### config.mk
export PLATFORM = sky130hd
export DESIGN_NAME = fifo_wr_framer
export DESIGN_NICKNAME = d
export VERILOG_FILES = /design/src/rtl/fifo_wr_framer.sv
export SDC_FILE = /design/constraint.sdc
export NUM_CORES = 1
export LEC_CHECK = 0
export BUFFER_PORTS_ARGS = -buffer_cell sky130_fd_sc_hd__buf_2
export CAP_MARGIN = 25
export CORE_ASPECT_RATIO = 1.75
export CORE_MARGIN = 5
export CORE_UTILIZATION = 30
export DETAILED_ROUTE_END_ITERATION = 10
export MAX_ROUTING_LAYER = met4
export PLACE_DENSITY = 0.45
export SETUP_SLACK_MARGIN = 0.4
export SKIP_LAST_GASP = 1
export SYNTH_ARGS = -nofsm -noshare
export SYNTH_HDL_FRONTEND = slang
export SYNTH_SLANG_ARGS = --single-unit
### constraint.sdc
create_clock -name wr_clk -period 2.9 [get_ports wr_clk]
set_clock_uncertainty 0.2 [all_clocks]
set_input_delay 0.435 -clock wr_clk [delete_from_list [all_inputs] [get_ports wr_clk]]
set_output_delay 0.435 -clock wr_clk [all_outputs]
set_load 0.005 [all_outputs]
### src/rtl/fifo_wr_framer.sv
// Write-side frame encapsulator: wraps each producer frame as header (sequence
// number), payload, checksum trailer and pushes it into the FIFO write port.
module fifo_wr_framer #(
  parameter int DATA_WIDTH = 8,
  parameter int CNT_WIDTH  = 16
) (
  input  logic                  wr_clk,
  input  logic                  rst,
  input  logic                  in_valid,
  output logic                  in_ready,
  input  logic [DATA_WIDTH-1:0] in_data,
  input  logic                  in_last,
  output logic                  fifo_wr_en,
  output logic [DATA_WIDTH-1:0] fifo_write_data,
  input  logic                  fifo_full,
  output logic [CNT_WIDTH-1:0]  frame_count,
  output logic                  busy
);

  typedef enum logic [1:0] {
    IDLE    = 2'd0,
    PAYLOAD = 2'd1,
    TRAILER = 2'd2
  } state_e;

  state_e                  state_q, state_d;
  logic                    ob_valid_q, ob_valid_d;
  logic [DATA_WIDTH-1:0]   ob_data_q, ob_data_d;
  logic [DATA_WIDTH-1:0]   seq_q, seq_d;
  logic [DATA_WIDTH-1:0]   csum_q, csum_d;
  logic [CNT_WIDTH-1:0]    frame_count_q, frame_count_d;

  logic                    adv;
  logic                    load;
  logic [DATA_WIDTH-1:0]   load_data;

  // The output register can take a new word when it is empty or its word is
  // being accepted by the FIFO on this same edge.
  assign adv = !ob_valid_q || !fifo_full;

  always_comb begin
    // NOTE: every signal gets a default before the case so no path can infer a latch.
    state_d       = state_q;
    seq_d         = seq_q;
    csum_d        = csum_q;
    frame_count_d = frame_count_q;
    in_ready      = 1'b0;
    load          = 1'b0;
    load_data     = '0;

    unique case (state_q)
      IDLE: begin
        if (in_valid && adv) begin
          load      = 1'b1;
          load_data = seq_q;
          csum_d    = '0;
          state_d   = PAYLOAD;
        end
      end
      PAYLOAD: begin
        in_ready = adv;
        if (in_valid && adv) begin
          load      = 1'b1;
          load_data = in_data;
          csum_d    = csum_q + in_data;
          if (in_last) state_d = TRAILER;
        end
      end
      TRAILER: begin
        if (adv) begin
          load          = 1'b1;
          load_data     = csum_q;
          seq_d         = seq_q + DATA_WIDTH'(1);
          frame_count_d = frame_count_q + CNT_WIDTH'(1);
          state_d       = IDLE;
        end
      end
      default: state_d = IDLE;
    endcase

    // Data is only replaced on a load, so it stays put while the FIFO is full.
    ob_valid_d = ob_valid_q;
    ob_data_d  = ob_data_q;
    if (load) begin
      ob_valid_d = 1'b1;
      ob_data_d  = load_data;
    end else if (ob_valid_q && !fifo_full) begin
      ob_valid_d = 1'b0;
    end
  end

  // NOTE: state registers use non-blocking assignments so all of them update together at the edge.
  always_ff @(posedge wr_clk or posedge rst) begin
    if (rst) begin
      state_q       <= IDLE;
      ob_valid_q    <= 1'b0;
      ob_data_q     <= '0;
      seq_q         <= '0;
      csum_q        <= '0;
      frame_count_q <= '0;
    end else begin
      state_q       <= state_d;
      ob_valid_q    <= ob_valid_d;
      ob_data_q     <= ob_data_d;
      seq_q         <= seq_d;
      csum_q        <= csum_d;
      frame_count_q <= frame_count_d;
    end
  end

  assign fifo_wr_en      = ob_valid_q;
  assign fifo_write_data = ob_data_q;
  assign frame_count     = frame_count_q;
  assign busy            = (state_q != IDLE) || ob_valid_q;

endmodule

==> qor.csv, run 1 <==
metric,value,unit
outcome,"complete, no violations",
Synth top area share,48.42,%
Die Y,123.9,um
maxcap violations,0,
drt pass-1 iters,4,
highest clock rate,440.4,MHz
Inserted Clock Buffers,5,
GP Congestion,0.8167,
Final nets,271,
area post-placement,0.002531,mm^2
I/O pin count,40,
row cnt,41,
final setup fails,0,
sequential area share after synthesis,48.42,%
vias in the first global route,1859,
number of DRC markers in iteration 0,67,
Tcrit/Tclk final,78.30,%
Routed WL,5.430,mm
Rel. slew slack,72.23,%
number of flops mapped to enable cells by yosys,0,
Detail Route Antenna Nets,0,
initial antenna violation count,0,
final hold viol count,0,
area growth from synthesis to layout,20.55,%
setup TNS,0,ns
I/O Buffers,39,
Detail Placement HPWL,4.100,mm
Mapped Area,0.002222,mm^2
initial core utilization,30.72,%
end of the worst register-to-register path,csum_q[7],
H-tree Lvls,2,
post-synth cell types,45,
first-pass GRT wire length,9.108,mm
total grt overflow,0,
Gate Count Post-Synth,202,
Worst-Skew Late Latency,0.28,ns
RR Startpoint,csum_q[5],
"commonest cells after routing, fill and taps aside","dfrtp_1, buf_2, xnor2_1, nand2_1, nand3_1",
predominant post-synthesis flop cell,dfrtp_1,
Yosys warnings,0,
post-CTS setup buffer count,0,
PwrDens,844.7,mW/mm^2
dominant cell type by area after synthesis,dfrtp_1,
minimum clock period,2.271,ns
die area,0.009296,mm^2
Synthesized Nets,225,
CTS root buf,clkbuf_16,
r2r setup slk,0.63,ns
RSZ-0062 raised after global routing,no,
Residual DRC,0,
Antenna Cells,0,
endpoint type of the worst setup path,register,
crit path launch type,register,
core box area,0.007233,mm^2
"FF+latch count, synth",43,
CTS tree,yes,
Worst EP required,2.86,ns
"Slew Viols, Final",0,
Die X,75.06,um
gr usage total,13.47,%
Peak VDD IR,0.0003727,V
worst hold start,in_valid,
Mean Syn Cell Area,11.00,um^2
Synth area leaders,"dfrtp_1, xnor2_1, ha_1",
Crit Path Class,reg -> reg,
Critical Path Start,csum_q[5],
via count,1694,
Worst Tran Pin Value,0.4140,ns
FF-to-FF path depth,6,
clock slew at reported path FFs,0.06,ns
Worst Setup EP,csum_q[7],
P_leak,1.264,nW
"Async S/R FF share, synth",100.0,%
worst-path fanout max,4,
"most common cell after layout, fill and taps aside",dfrtp_1,
WP data arrival,2.23,ns
Max clock buf depth,2,
largest net degree at the start of global routing,25,
WL per Instance,16.21,um
min-delay worst type,in -> reg,
clk sinks,43,
Final Util,37.04,%
final instance area,0.002679,mm^2
Via-to-Cell Ratio,5.057,
share of cells above drive strength 1,24.50,%
[how the worst min path moves through the flow]
stage	depth (start not counted)	endpoint
after floorplan	1	seq_q[7]
after global placement	2	frame_count[0]
after detailed placement	2	frame_count[0]
after CTS	3	state_q[0]
after global routing	3	state_q[0]
final	3	state_q[0]
[kinds of logic after synthesis]
logic type,count (synthesis),share of synthesized area [%]
adder cells (fa/ha/maj),10,5.969
AND/OR/NAND/NOR,68,16.16
XOR/XNOR,26,10.25
AO/OA/AOI/OAI,34,11.66
multiplexers,11,5.293
buffers and inverters,10,2.252
flip-flops,43,48.42
[worst max-delay path, cell delays in order, from the launching register on]
cell and delay, ns:
dfrtp_1 0.40, ha_1 0.34, a21oi_1 0.27, a21oi_1 0.12
a211oi_1 0.36, a2111oi_2 0.13, a311o_1 0.34
[synth_stat cells (2+ instances only)]
cell type	count
a211oi_1	2
nand3_1	12
nand4_1	5
buf_2	4
o31ai_1	3
mux2i_1	8
nor2b_1	2
clkbuf_1	2
nand2_1	18
and3_1	4
o21ai_0	6
nand2b_1	3
a21oi_1	6
nor3_1	2
mux2_2	2
inv_1	3
xor2_1	6
xnor2_1	20
and2_1	2
nor2_1	10
dfrtp_1	43
ha_1	9
a221o_1	8
[sequential cells by signal, summed over array words and instances (netlist names)]
name             flops
state_q              2
seq_q                8
fifo_write_data      8
fifo_wr_en           1
frame_count         16
csum_q               8
[where the power goes]
group,internal [W],switching (W),total [W]
clock,0.000318,0.000222,0.000541
sequential,0.000764,0.000162,0.000926
combinational,0.000385,0.000411,0.000797
[cell type report]
class / instances / area [um^2]
Fill cell: 755 / 4554
Clock buffer: 7 / 132.6
Timing Repair Buffer: 46 / 250.2
Sequential cell: 43 / 1076
Tap cell: 86 / 107.6
Clock inverter: 1 / 5.005
Multi-Input combinational cell: 149 / 1096
Inverter: 3 / 11.26
[per-layer routing]
layer | vias up | share of wire, % | GRT usage (%)
met5 | - | 0 | -
met4 | 0 | 2.8 | 5.902
met3 | 10 | 3.1 | 2.423
met2 | 32 | 56 | 23.74
met1 | 839 | 38 | 14.30
li1 | 813 | - | -
[through the flow]
stage | setup slack, ns | hold WS, ns | instances | power (W)
2_1_floorplan | 0.8049 | 0.2448 | 202 | 0.001461
3_3_place_gp | 0.5334 | 0.1437 | 326 | 0.001745
3_5_place_dp | 0.5079 | 0.1530 | 326 | 0.001743
4_1_cts | 0.6369 | 0.2436 | 335 | 0.002308
5_1_grt | 0.4847 | 0.2605 | 335 | 0.002452
6_report | 0.6294 | 0.2483 | 335 | 0.002263
[what timing repair did]
| action | CTS | global route |
|---|---|---|
| resized for setup | 0 | 0 |
| hold endpoints to repair | 5 | 0 |
| hold buffers | 1 | 0 |
Power figures use the tool's default switching activity.
==> inputs of run 2 (changes only) <==
--- a/config.mk
+++ b/config.mk
@@ -5,6 +5,7 @@
 export SDC_FILE = /design/constraint.sdc
 export NUM_CORES = 1
 export LEC_CHECK = 0
+export ABC_AREA = 1
 export BUFFER_PORTS_ARGS = -buffer_cell sky130_fd_sc_hd__buf_2
 export CAP_MARGIN = 25
 export CORE_ASPECT_RATIO = 1.75
@@ -12,7 +13,7 @@
 export CORE_UTILIZATION = 30
 export DETAILED_ROUTE_END_ITERATION = 10
 export MAX_ROUTING_LAYER = met4
-export PLACE_DENSITY = 0.45
+export PLACE_DENSITY = 0.47
 export SETUP_SLACK_MARGIN = 0.4
 export SKIP_LAST_GASP = 1
 export SYNTH_ARGS = -nofsm -noshare
==> constraint.sdc (replaced) <==
create_clock -name wr_clk -period 1.8 [get_ports wr_clk]
set_clock_uncertainty 0.2 [all_clocks]
set_input_delay 0.27 -clock wr_clk [delete_from_list [all_inputs] [get_ports wr_clk]]
set_output_delay 0.27 -clock wr_clk [all_outputs]
set_load 0.005 [all_outputs]
==> qor.csv, run 2 <==
metric,value,unit
final setup fails,0,
Residual DRC,0,
Routed WL,6.692,mm
total power,0.004944,W
"most common cell after layout, fill and taps aside",nand2_1,
Antenna Cells,0,
PwrDens,1406,mW/mm^2
largest net degree at the start of global routing,30,
Gate Count Post-Synth,298,
share of cells above drive strength 1,37.63,%
Die Y,127.8,um
top-count cell post-synth,nand2_1,
sequential area share after synthesis,45.24,%
Mapped Area,0.002379,mm^2
highest clock rate,583.5,MHz
Inserted Clock Buffers,5,
row cnt,43,
CTS root buf,clkbuf_16,
Peak VDD IR,0.0007369,V
Via-to-Cell Ratio,4.743,
I/O Buffers,39,
crit path launch type,register,
GP Congestion,0.7960,
predominant post-synthesis flop cell,dfrtp_1,
synth cell count leaders,"nand2_1, dfrtp_1, inv_1",
Synth top area share,45.24,%
die area,0.009879,mm^2
total grt overflow,0,
first-pass GRT wire length,11.22,mm
number of DRC markers in iteration 0,50,
Sw Share,38.26,%
Final Util,44.78,%
min-delay worst type,in -> reg,
Yosys warnings,0,
Mean Syn Cell Area,7.982,um^2
area post-placement,0.002783,mm^2
minimum clock period,1.714,ns
Int Pwr,0.003052,W
dominant cell type by area after synthesis,dfrtp_1,
Synth area leaders,"dfrtp_1, nand2_1, inv_1",
drt pass-1 iters,4,
NetSw,0.001891,W
Worst-Skew Late Latency,0.28,ns
P_leak,1.745,nW
initial core utilization,30.28,%
setup TNS,0,ns
CTS tree,yes,
clk sinks,43,
final hold viol count,0,
H-tree Lvls,2,
outcome,"complete, no violations",
Worst EP required,1.77,ns
vias in the first global route,2416,
number of flops mapped to enable cells by yosys,0,
clock slew at reported path FFs,0.06,ns
post-synth cell types,26,
Tcrit/Tclk final,95.21,%
"Slew Viols, Final",0,
via count,2229,
Rel. slew slack,74.61,%
worst-path fanout max,2,
"Async S/R FF share, synth",100.0,%
Die X,77.31,um
I/O pin count,40,
"FF+latch count, synth",43,
logic gate share of total power,50.7,%
"commonest cells after routing, fill and taps aside","nand2_1, dfrtp_1, buf_2, inv_1",
Max clock buf depth,2,
maxcap violations,0,
Crit Path Class,reg -> reg,
Clk pwr share,17.2,%
Worst Tran Pin Value,0.3801,ns
Detail Placement HPWL,4.524,mm
initial antenna violation count,0,
Synthesized Nets,321,
endpoint type of the worst setup path,register,
gr usage total,14.62,%
RSZ-0062 raised after global routing,yes,
final instance area,0.003517,mm^2
Final nets,404,
core box area,0.007855,mm^2
WP data arrival,1.69,ns
Reg power frac,32.1,%
r2r setup slk,0.09,ns
max reg flops,16,
area growth from synthesis to layout,47.87,%
WL per Instance,14.24,um
number of fill cells,816,
Detail Route Antenna Nets,0,
-- run 2: cell count changes after synthesis, moves of 4 or more --
cell     delta
xnor2_1    -13
nand3_1     +9
mux2i_1     -8
nand4_1     +8
a221o_1     -8
nand2_1    +90
nor2_1      +8
and3_1      -4
inv_1      +29
-- run 2: final cells by class --
type | instances | area [um^2] | share of cell area [%]
clock buffers | 6 | 128.9 | 3.664
inverters | 35 | 152.6 | 4.340
multi-input cells | 217 | 1396 | 39.70
flip-flops and latches | 43 | 1081 | 30.74
well taps | 90 | 112.6 | 3.202
repair buffers | 78 | 638.1 | 18.14
repair inverters | 1 | 7.507 | 0.2134
-- run 2: final timing paths --
check,startpoint,end,depth (start not counted)
min in group asynchronous,rst,frame_count[12],3
max in group asynchronous,rst,state_q[1],4
worst max register to register,csum_q[0],csum_q[2],5
worst max-delay path,csum_q[0],csum_q[2],5
worst min register to register,fifo_write_data[5],fifo_write_data[5],2
worst min-delay path,in_data[0],fifo_write_data[0],3
-- run 2: routing by layer --
metal  GRT usage, %  part of all wire [%]  up-vias
met5              -                     0        -
met4          6.680                   3.0        0
met3          2.954                   3.8       18
met2          27.41                    58       50
met1          14.02                    35     1049
li1               -                     -     1112
-- run 2: power by group through the flow --
stage          Clock [W]  Sequential (W)  Combinational (W)
2_1_floorplan          0         0.00152            0.00100
3_3_place_gp           0         0.00156            0.00151
4_1_cts         0.000882         0.00157            0.00225
5_1_grt         0.000924         0.00163            0.00279
3_5_place_dp           0         0.00156            0.00152
6_report        0.000849         0.00159            0.00251
-- run 2: per-stage QoR --
step                setup WS, ns  hold slack [ns]  cells
global placement         0.07030          0.08323    431
CTS                      0.09615          0.03311    463
global route             0.02411          0.06791    470
finish                   0.08619          0.03309    470
detailed placement       0.05364          0.08914    431
floorplan                 0.1721          0.06788    298
-- run 2: cell families after synthesis --
kind of cell	after synthesis	share of synthesized area (%)
buffers and inverters	38	6.523
flip-flops	43	45.24
AO/OA/AOI/OAI	17	3.998
XOR/XNOR	16	5.892
adder cells (fa/ha/maj)	10	5.576
AND/OR/NAND/NOR	174	32.77
-- run 2: repair_timing --
action,in CTS,in global routing
gates resized for setup,61,27
buffers inserted,23,6
endpoints found under the hold margin,14,0
pin swaps,34,12
cloned,2,1
setup endpoints to repair,45,48
hold buffers,1,0
-- run 2: worst max-delay path, stage by stage, from the launching register on --
cell and delay, ns:
dfrtp_1 0.38, ha_2 0.19, fa_2 0.36, buf_4 0.15, xor2_1 0.13, a22o_1 0.20
==> inputs of run 3 (changes only) <==
--- a/config.mk
+++ b/config.mk
@@ -6,7 +6,7 @@
 export NUM_CORES = 1
 export LEC_CHECK = 0
 export ABC_AREA = 1
-export BUFFER_PORTS_ARGS = -buffer_cell sky130_fd_sc_hd__buf_2
+export BUFFER_PORTS_ARGS = -buffer_cell sky130_fd_sc_hd__buf_4
 export CAP_MARGIN = 25
 export CORE_ASPECT_RATIO = 1.75
 export CORE_MARGIN = 5
==> qor.csv, run 3 (synthesis results as in run 2) <==
metric,value,unit
outcome,"complete, no violations",
Peak VDD IR,0.0008380,V
"commonest cells after routing, fill and taps aside","nand2_1, buf_4, dfrtp_1, inv_1, nand3_1",
Worst Tran Pin Value,0.2770,ns
min-delay worst type,in -> reg,
Routed WL,6.485,mm
Crit Path Class,reg -> reg,
Tcrit/Tclk final,95.34,%
drt pass-1 iters,4,
clock slew at reported path FFs,0.06,ns
via count,2248,
minimum clock period,1.716,ns
"most common cell after layout, fill and taps aside",nand2_1,
first-pass GRT wire length,10.47,mm
H-tree Lvls,2,
WP data arrival,1.69,ns
I/O Buffers,39,
final hold viol count,0,
Worst-Skew Late Latency,0.29,ns
final setup fails,0,
GP Congestion,0.8170,
WL per Instance,13.65,um
Residual DRC,0,
Global Route met1 Usage,13.73,%
maxcap violations,0,
share of cells above drive strength 1,37.92,%
endpoint type of the worst setup path,register,
number of DRC markers in iteration 0,34,
worst-path fanout max,2,
slowest cell delay on critical path,0.39,ns
Via-to-Cell Ratio,4.733,
critical-path cell list,"ha_2, fa_2, buf_4, xor2_1, a22o_1",
total grt overflow,0,
CTS tree,yes,
GR met2 Demand/Resource,25.27,%
"Slew Viols, Final",0,
PwrDens,1352,mW/mm^2
clk sinks,43,
crit path launch type,register,
Placement Setup Slack,0.04867,ns
core box area,0.007855,mm^2
GR Layer Usage met3,2.532,%
Top Usage Layer GRT,met2,
critical path's slowest cell,dfrtp_1,
Worst EP required,1.77,ns
max reg flops,16,
area growth from synthesis to layout,48.92,%
initial core utilization,30.28,%
P_leak,1.736,nW
I/O pin count,40,
initial antenna violation count,0,
Detail Route Antenna Nets,0,
Inserted Clock Buffers,5,
Rel. slew slack,81.47,%
row cnt,43,
vias in the first global route,2250,
CTS root buf,clkbuf_16,
gr usage total,13.63,%
Detail Placement HPWL,4.582,mm
Antenna Cells,0,
Die X,77.31,um
Die Y,127.8,um
Max clock buf depth,2,
highest clock rate,582.7,MHz
final setup margin,0.08395,ns
Final nets,407,
largest net degree at the start of global routing,44,
die area,0.009879,mm^2
setup TNS,0,ns
RSZ-0062 raised after global routing,yes,
-- run 3: final timing paths --
kind                             from                  to  slack [ns]  depth (start not counted)
min in group asynchronous         rst      frame_count[3]        0.39                          4
hold reg to reg              seq_q[6]            seq_q[6]        0.27                          2
setup / recovery            csum_q[0]           csum_q[2]        0.08                          5
hold / removal             in_data[0]  fifo_write_data[0]        0.02                          3
max in group asynchronous         rst          state_q[1]        0.77                          4
setup reg to reg            csum_q[0]           csum_q[2]        0.08                          5
-- run 3: per-stage QoR --
stage	cell area, um^2	cells	power [W]	hold WS (ns)	utilization, %
global placement	2888	432	0.003186	0.1549	36.76
global route	3542	475	0.005166	0.03692	45.09
floorplan	2434	298	0.002522	0.06788	-
CTS	3211	454	0.004379	0.01403	40.87
finish	3542	475	0.004791	0.01757	45.09
detailed placement	2888	432	0.003196	0.1559	36.76
-- run 3: area by class of cell --
class,instances,area [um^2]
clock inverters,1,5.005
inverters,35,137.6
repair buffers,82,696.9
fillers,787,4313
flip-flops and latches,43,1082
multi-input cells,217,1375
well taps,90,112.6
clock buffers,7,132.6
-- run 3: where the power goes --
| part | internal, W | switching, W | leakage [nW] |
|---|---|---|---|
| clock | 0.000513 | 0.000370 | 0.0679 |
| sequential | 0.00127 | 0.000309 | 0.546 |
| combinational | 0.00122 | 0.00111 | 1.12 |
-- run 3: critical path, delay by kind of cell (launching register included) --
kind	cells	cell delay (ns)
adders and majority gates	2	0.54
AOI/OAI and AO/OA	1	0.20
DFF	1	0.39
buffers and inverters	1	0.14
xor gates and xnor gates	1	0.13
-- run 3: routing by layer --
layer / routed length [um] / part of all wire (%)
met2: 3696 / 57
met1: 2357 / 36
met3: 213 / 3.3
met4: 218 / 3.4
met5: 0 / 0
-- run 3: what timing repair did --
action	in CTS	in global routing
resized for setup	19	45
endpoints found under the hold margin	43	0
pin swaps	7	13
gates cloned	0	1
endpoints found under the setup margin	44	49
setup buffers	13	20
hold buffers	1	0
